### src/rtl/add8_seq.sv
// Multi-byte add sequencer: streams two WORDS-byte operands LSB-first through one
// shared external 8-bit adder, chaining the carry through a register.
module add8_seq #(
    parameter int unsigned WORDS = 4
) (
    input  logic                 clk,
    input  logic                 rst_n,
    input  logic                 req_valid,
    output logic                 req_ready,
    input  logic [8*WORDS-1:0]   op_a,
    input  logic [8*WORDS-1:0]   op_b,
    input  logic                 op_cin,
    output logic                 rsp_valid,
    input  logic                 rsp_ready,
    output logic [8*WORDS-1:0]   rsp_sum,
    output logic                 rsp_cout,
    output logic [7:0]           add_a,
    output logic [7:0]           add_b,
    output logic                 add_cin,
    input  logic [7:0]           add_sum,
    input  logic                 add_cout,
    output logic                 busy
);

    localparam int unsigned W        = 8 * WORDS;
    localparam int unsigned IDX_W    = $clog2((WORDS < 2) ? 2 : WORDS);
    localparam logic [IDX_W-1:0] IDX_LAST = IDX_W'(WORDS - 1);

    typedef enum logic [1:0] {
        IDLE = 2'd0,
        RUN  = 2'd1,
        DONE = 2'd2
    } state_e;

    state_e           state_q, state_d;
    logic [IDX_W-1:0] idx_q, idx_d;
    logic [W-1:0]     a_q, a_d;
    logic [W-1:0]     b_q, b_d;
    logic [W-1:0]     sum_q, sum_d;
    logic             carry_q, carry_d;
    logic [7:0]       add_a_q, add_a_d;
    logic [7:0]       add_b_q, add_b_d;
    logic             add_cin_q, add_cin_d;
    logic             req_ready_q, req_ready_d;
    logic             rsp_valid_q, rsp_valid_d;
    logic             busy_q, busy_d;

    // Next state, datapath updates, and registered outputs decoded from the next state.
    always_comb begin
        state_d     = state_q;
        idx_d       = idx_q;
        a_d         = a_q;
        b_d         = b_q;
        sum_d       = sum_q;
        carry_d     = carry_q;
        add_a_d     = 8'd0;
        add_b_d     = 8'd0;
        add_cin_d   = 1'b0;

        case (state_q)
            IDLE: begin
                if (req_valid && req_ready_q) begin
                    a_d     = op_a;
                    b_d     = op_b;
                    carry_d = op_cin;
                    idx_d   = '0;
                    state_d = RUN;
                end
            end
            RUN: begin
                // add_sum is only sampled here, so X from the adder elsewhere never lands in a flop
                sum_d[8*idx_q +: 8] = add_sum;
                carry_d             = add_cout;
                if (idx_q == IDX_LAST) begin
                    state_d = DONE;
                end else begin
                    idx_d = IDX_W'(idx_q + 1'b1);
                end
            end
            DONE: begin
                if (rsp_ready) begin
                    state_d = IDLE;
                end
            end
            default: state_d = IDLE;
        endcase

        // Adder drive is registered from next-state values so it lines up with idx_q/carry_q in RUN
        if (state_d == RUN) begin
            add_a_d   = a_d[8*idx_d +: 8];
            add_b_d   = b_d[8*idx_d +: 8];
            add_cin_d = carry_d;
        end

        req_ready_d = (state_d == IDLE);
        rsp_valid_d = (state_d == DONE);
        busy_d      = (state_d != IDLE);
    end

    always_ff @(posedge clk or negedge rst_n) begin
        if (!rst_n) begin
            state_q     <= IDLE;
            idx_q       <= '0;
            a_q         <= '0;
            b_q         <= '0;
            sum_q       <= '0;
            carry_q     <= 1'b0;
            add_a_q     <= 8'd0;
            add_b_q     <= 8'd0;
            add_cin_q   <= 1'b0;
            req_ready_q <= 1'b1;
            rsp_valid_q <= 1'b0;
            busy_q      <= 1'b0;
        end else begin
            state_q     <= state_d;
            idx_q       <= idx_d;
            a_q         <= a_d;
            b_q         <= b_d;
            sum_q       <= sum_d;
            carry_q     <= carry_d;
            add_a_q     <= add_a_d;
            add_b_q     <= add_b_d;
            add_cin_q   <= add_cin_d;
            req_ready_q <= req_ready_d;
            rsp_valid_q <= rsp_valid_d;
            busy_q      <= busy_d;
        end
    end

    assign req_ready = req_ready_q;
    assign rsp_valid = rsp_valid_q;
    assign rsp_sum   = sum_q;
    assign rsp_cout  = carry_q;
    assign add_a     = add_a_q;
    assign add_b     = add_b_q;
    assign add_cin   = add_cin_q;
    assign busy      = busy_q;

endmodule

### config.mk
export PLATFORM = sky130hd
export DESIGN_NAME = add8_seq
export DESIGN_NICKNAME = d
export VERILOG_FILES = /design/src/rtl/add8_seq.sv
export SDC_FILE = /design/constraint.sdc
export NUM_CORES = 1
export LEC_CHECK = 0
export ABC_CLOCK_PERIOD_IN_PS = 2150
export BUFFER_PORTS_ARGS = -buffer_cell sky130_fd_sc_hd__buf_2
export CAP_MARGIN = 20
export CORE_UTILIZATION = 35
export CTS_CLUSTER_DIAMETER = 150
export DETAILED_ROUTE_END_ITERATION = 8
export HOLD_SLACK_MARGIN = 0.05
export PLACE_DENSITY = 0.56
export SYNTH_ARGS = -nofsm -noshare
export SYNTH_HDL_FRONTEND = slang
export SYNTH_SLANG_ARGS = --single-unit
### constraint.sdc
create_clock -name clk -period 2.15 [get_ports clk]
set_input_delay 0.645 -clock clk [delete_from_list [all_inputs] [get_ports clk]]
set_output_delay 0.645 -clock clk [all_outputs]
set_load 0.01 [all_outputs]
==> metrics <==
mux cell area share after synthesis between 20% and 30%; IO Count 131; vias in the first global route 3303; met2 wire length 5.44 mm; Num CTS Buffers 17; placed cells 650; number of vias per cell 4.85; Post-Synth Adder-Cell Area 1.75%; post-DR wirelength/cell 16.9 um; Chip Width 122 um; Arr. time, crit path 2.32 ns; status complete, no violations; RSZ-0062 raised after global routing false; core area 13900 um2; area occupied by multi-input gates 1840 um2; relative slew slack ~62%; top-area cell type share of the netlist area about 60%; CTS tree done; commonest non-fill, non-tap cell in the layout buf_2; PortBufs 130; Met1 Routed Length about 5.3 mm; # H-tree levels 4; commonest non-fill, non-tap cells in the layout buf_2, dfrtp_1, mux2_1, a22o_1, mux2i_1; Post-Synth XOR/XNOR Area 0%; metal3 WL between 600 and 700 um; post-synthesis simple-gate area fraction under 10%; FMAX 485 MHz; die height 122 um; Pins Over Slew Limit 0; post-synthesis cell count 335; ANT cells 0; routability congestion estimate 0.784; Final WS setup approximately 0.086 ns; largest net degree at the start of global routing 51; DR top layer met4; Initial DRC Count about 290; fraction of layout cells with a size suffix above 1 43.5%; DR vias 3310; power per cell area roughly 1700 nW/um2; Total Wirelength 11.6 mm; setup_tns 0 ns; Post-Syn Area between 5000 and 6000 um2; nets@finish 575; VDD IR max around 0.00064 V; storage element area 3030 um2; Req. time, crit path around 2.4 ns; crit path time final 2.06 ns; CTS Root Cell clkbuf_16; pre-CTS WS 0.0450 ns; initial antenna violation count 0; Area contributors post-synth dfrtp_1, mux2_1, mux2i_1, a22o_1, mux2_2; Non-Filler Instances 683; leakage between 3 and 4 nW; Finish-stage setup viols 0; critical path type reg2reg; gr ovfl total 0; Finished Cell Area 6630 um2; CTS Hold Bufs 0; GRT Resource Usage Total 16.7%; total iterations of the first detailed-routing run 4; Synth cell types 37; Sink Count 121; Clock Latency Late Sink roughly 0.4 ns; Critical Path Sink Type flop; dominant cell type by area after synthesis dfrtp_1; sequential-to-total area share from yosys stat 60.5%; Reg clk slew, reported paths 0.06 ns; Cell Rows 43; Synth Area in Compound Gates around a tenth; Layout area overhead 32.6%; Max-cap violations 0; Final Cycle Share a little over nine tenths; Hold/Removal Path Class in2async; total power 11.2 mW; first-pass GRT wire length 18.3 mm; Worst Tran Pin Value 0.568 ns; largest family of logic cells by synthesized area multiplexers; CP Max Fanout 10; Ys Warns 0; CTS resizes 0; Final Hold Viols 0; Syn Area/Cell 14.9 um2; Worst setup SP type flop; fillcell total 1236; skew final roughly 0.009 ns; Die ar. about 15000 um2; initial core utilization around 36%; detailed placer's ending HPWL about 8.5 mm; ANT nets after route 0; DRC errors left 0; post-synth net total 420; dpl cell area 5980 um2; clock buffer depth 2; Seq cells post-synth 121; post-CTS setup buffer count 0
-- final cells by class --
type	instances	share of cell area, %
tap	180	3.40
sequential	121	45.7
clock inverter	12	2.98
inverter	8	0.453
timing repair buffer	152	13.1
multi-input combinational	190	27.7
clock buffer	20	6.73
-- stage by stage --
step	hold slack (ns)	utilization (%)
after floorplan	0.349	-
after global placement	0.465	42.9
after detailed placement	0.469	42.9
after CTS	0.141	47.5
after global routing	0.148	47.6
final	0.141	47.6
-- critical path: stages, from the launching register on --
cell,delay [ns]
dfrtp_1,0.47
inv_1,0.19
ha_2,0.23
nor3b_2,0.06
a211oi_4,0.24
buf_4,0.28
mux2i_1,0.32
o22ai_1,0.12
-- per-layer routing --
| metal | up-vias | GRT usage, % |
|---|---|---|
| met1 | 1644 | 22.8 |
| li1 | 1547 | - |
| met4 | 0 | 5.71 |
| met2 | 107 | 25.4 |
| met3 | 12 | 4.68 |
| met5 | - | 0 |
-- cell families (layout without fill, tap and decap cells) --
group,Yosys count,after routing
compound gates,61,61
fa+ha+maj,7,7
buf+inv,24,192
flops,121,121
mux,93,93
simple gates,29,29
-- power breakdown --
part	switching, mW	internal, mW	total (mW)
Sequential	0.473	3.36	3.83
Combinational	2.21	2.10	4.31
Clock	1.00	2.08	3.08
-- final timing paths --
kind	start	endpoint	slack, ns	cells after the start
max	idx_q[0]	add_b[3]	0.09	7
max in group asynchronous	rst_n	req_ready	1.43	2
max reg2reg	idx_q[0]	add_b[3]	0.09	7
min	rst_n	rsp_sum[6]	0.14	1
min in group clk	op_b[23]	b_q[23]	0.45	2
min reg2reg	b_q[22]	b_q[22]	0.48	1
-- state kept, by name (all words and copies together), names as in the netlist, 2 cells and up --
signal	cells
a_q	32
b_q	32
add_a	8
idx_q	2
state_q	2
rsp_sum	32
add_b	8
-- cells in the mapped netlist --
master,count
nand2_1,7
ha_1,7
buf_6,1
and2_4,1
a221oi_1,1
a22o_1,34
nand3b_1,2
or2_2,1
nand2b_1,2
buf_8,2
and2_1,2
nor4b_4,1
nor2b_1,2
buf_2,8
nor2_1,3
mux2_2,23
or3b_1,1
nor3_2,1
nor3b_2,1
buf_4,4
or2_1,1
dfstp_2,1
a22oi_1,1
o211ai_1,1
a21oi_1,2
a211oi_4,1
inv_1,8
dfrtp_1,120
o22ai_1,16
mux2_1,40
o211a_2,1
o21ai_0,3
o2111a_2,1
mux2i_1,30
nor4_4,3
and4bb_1,1
clkbuf_1,1
(Power assumes the default switching activity.)
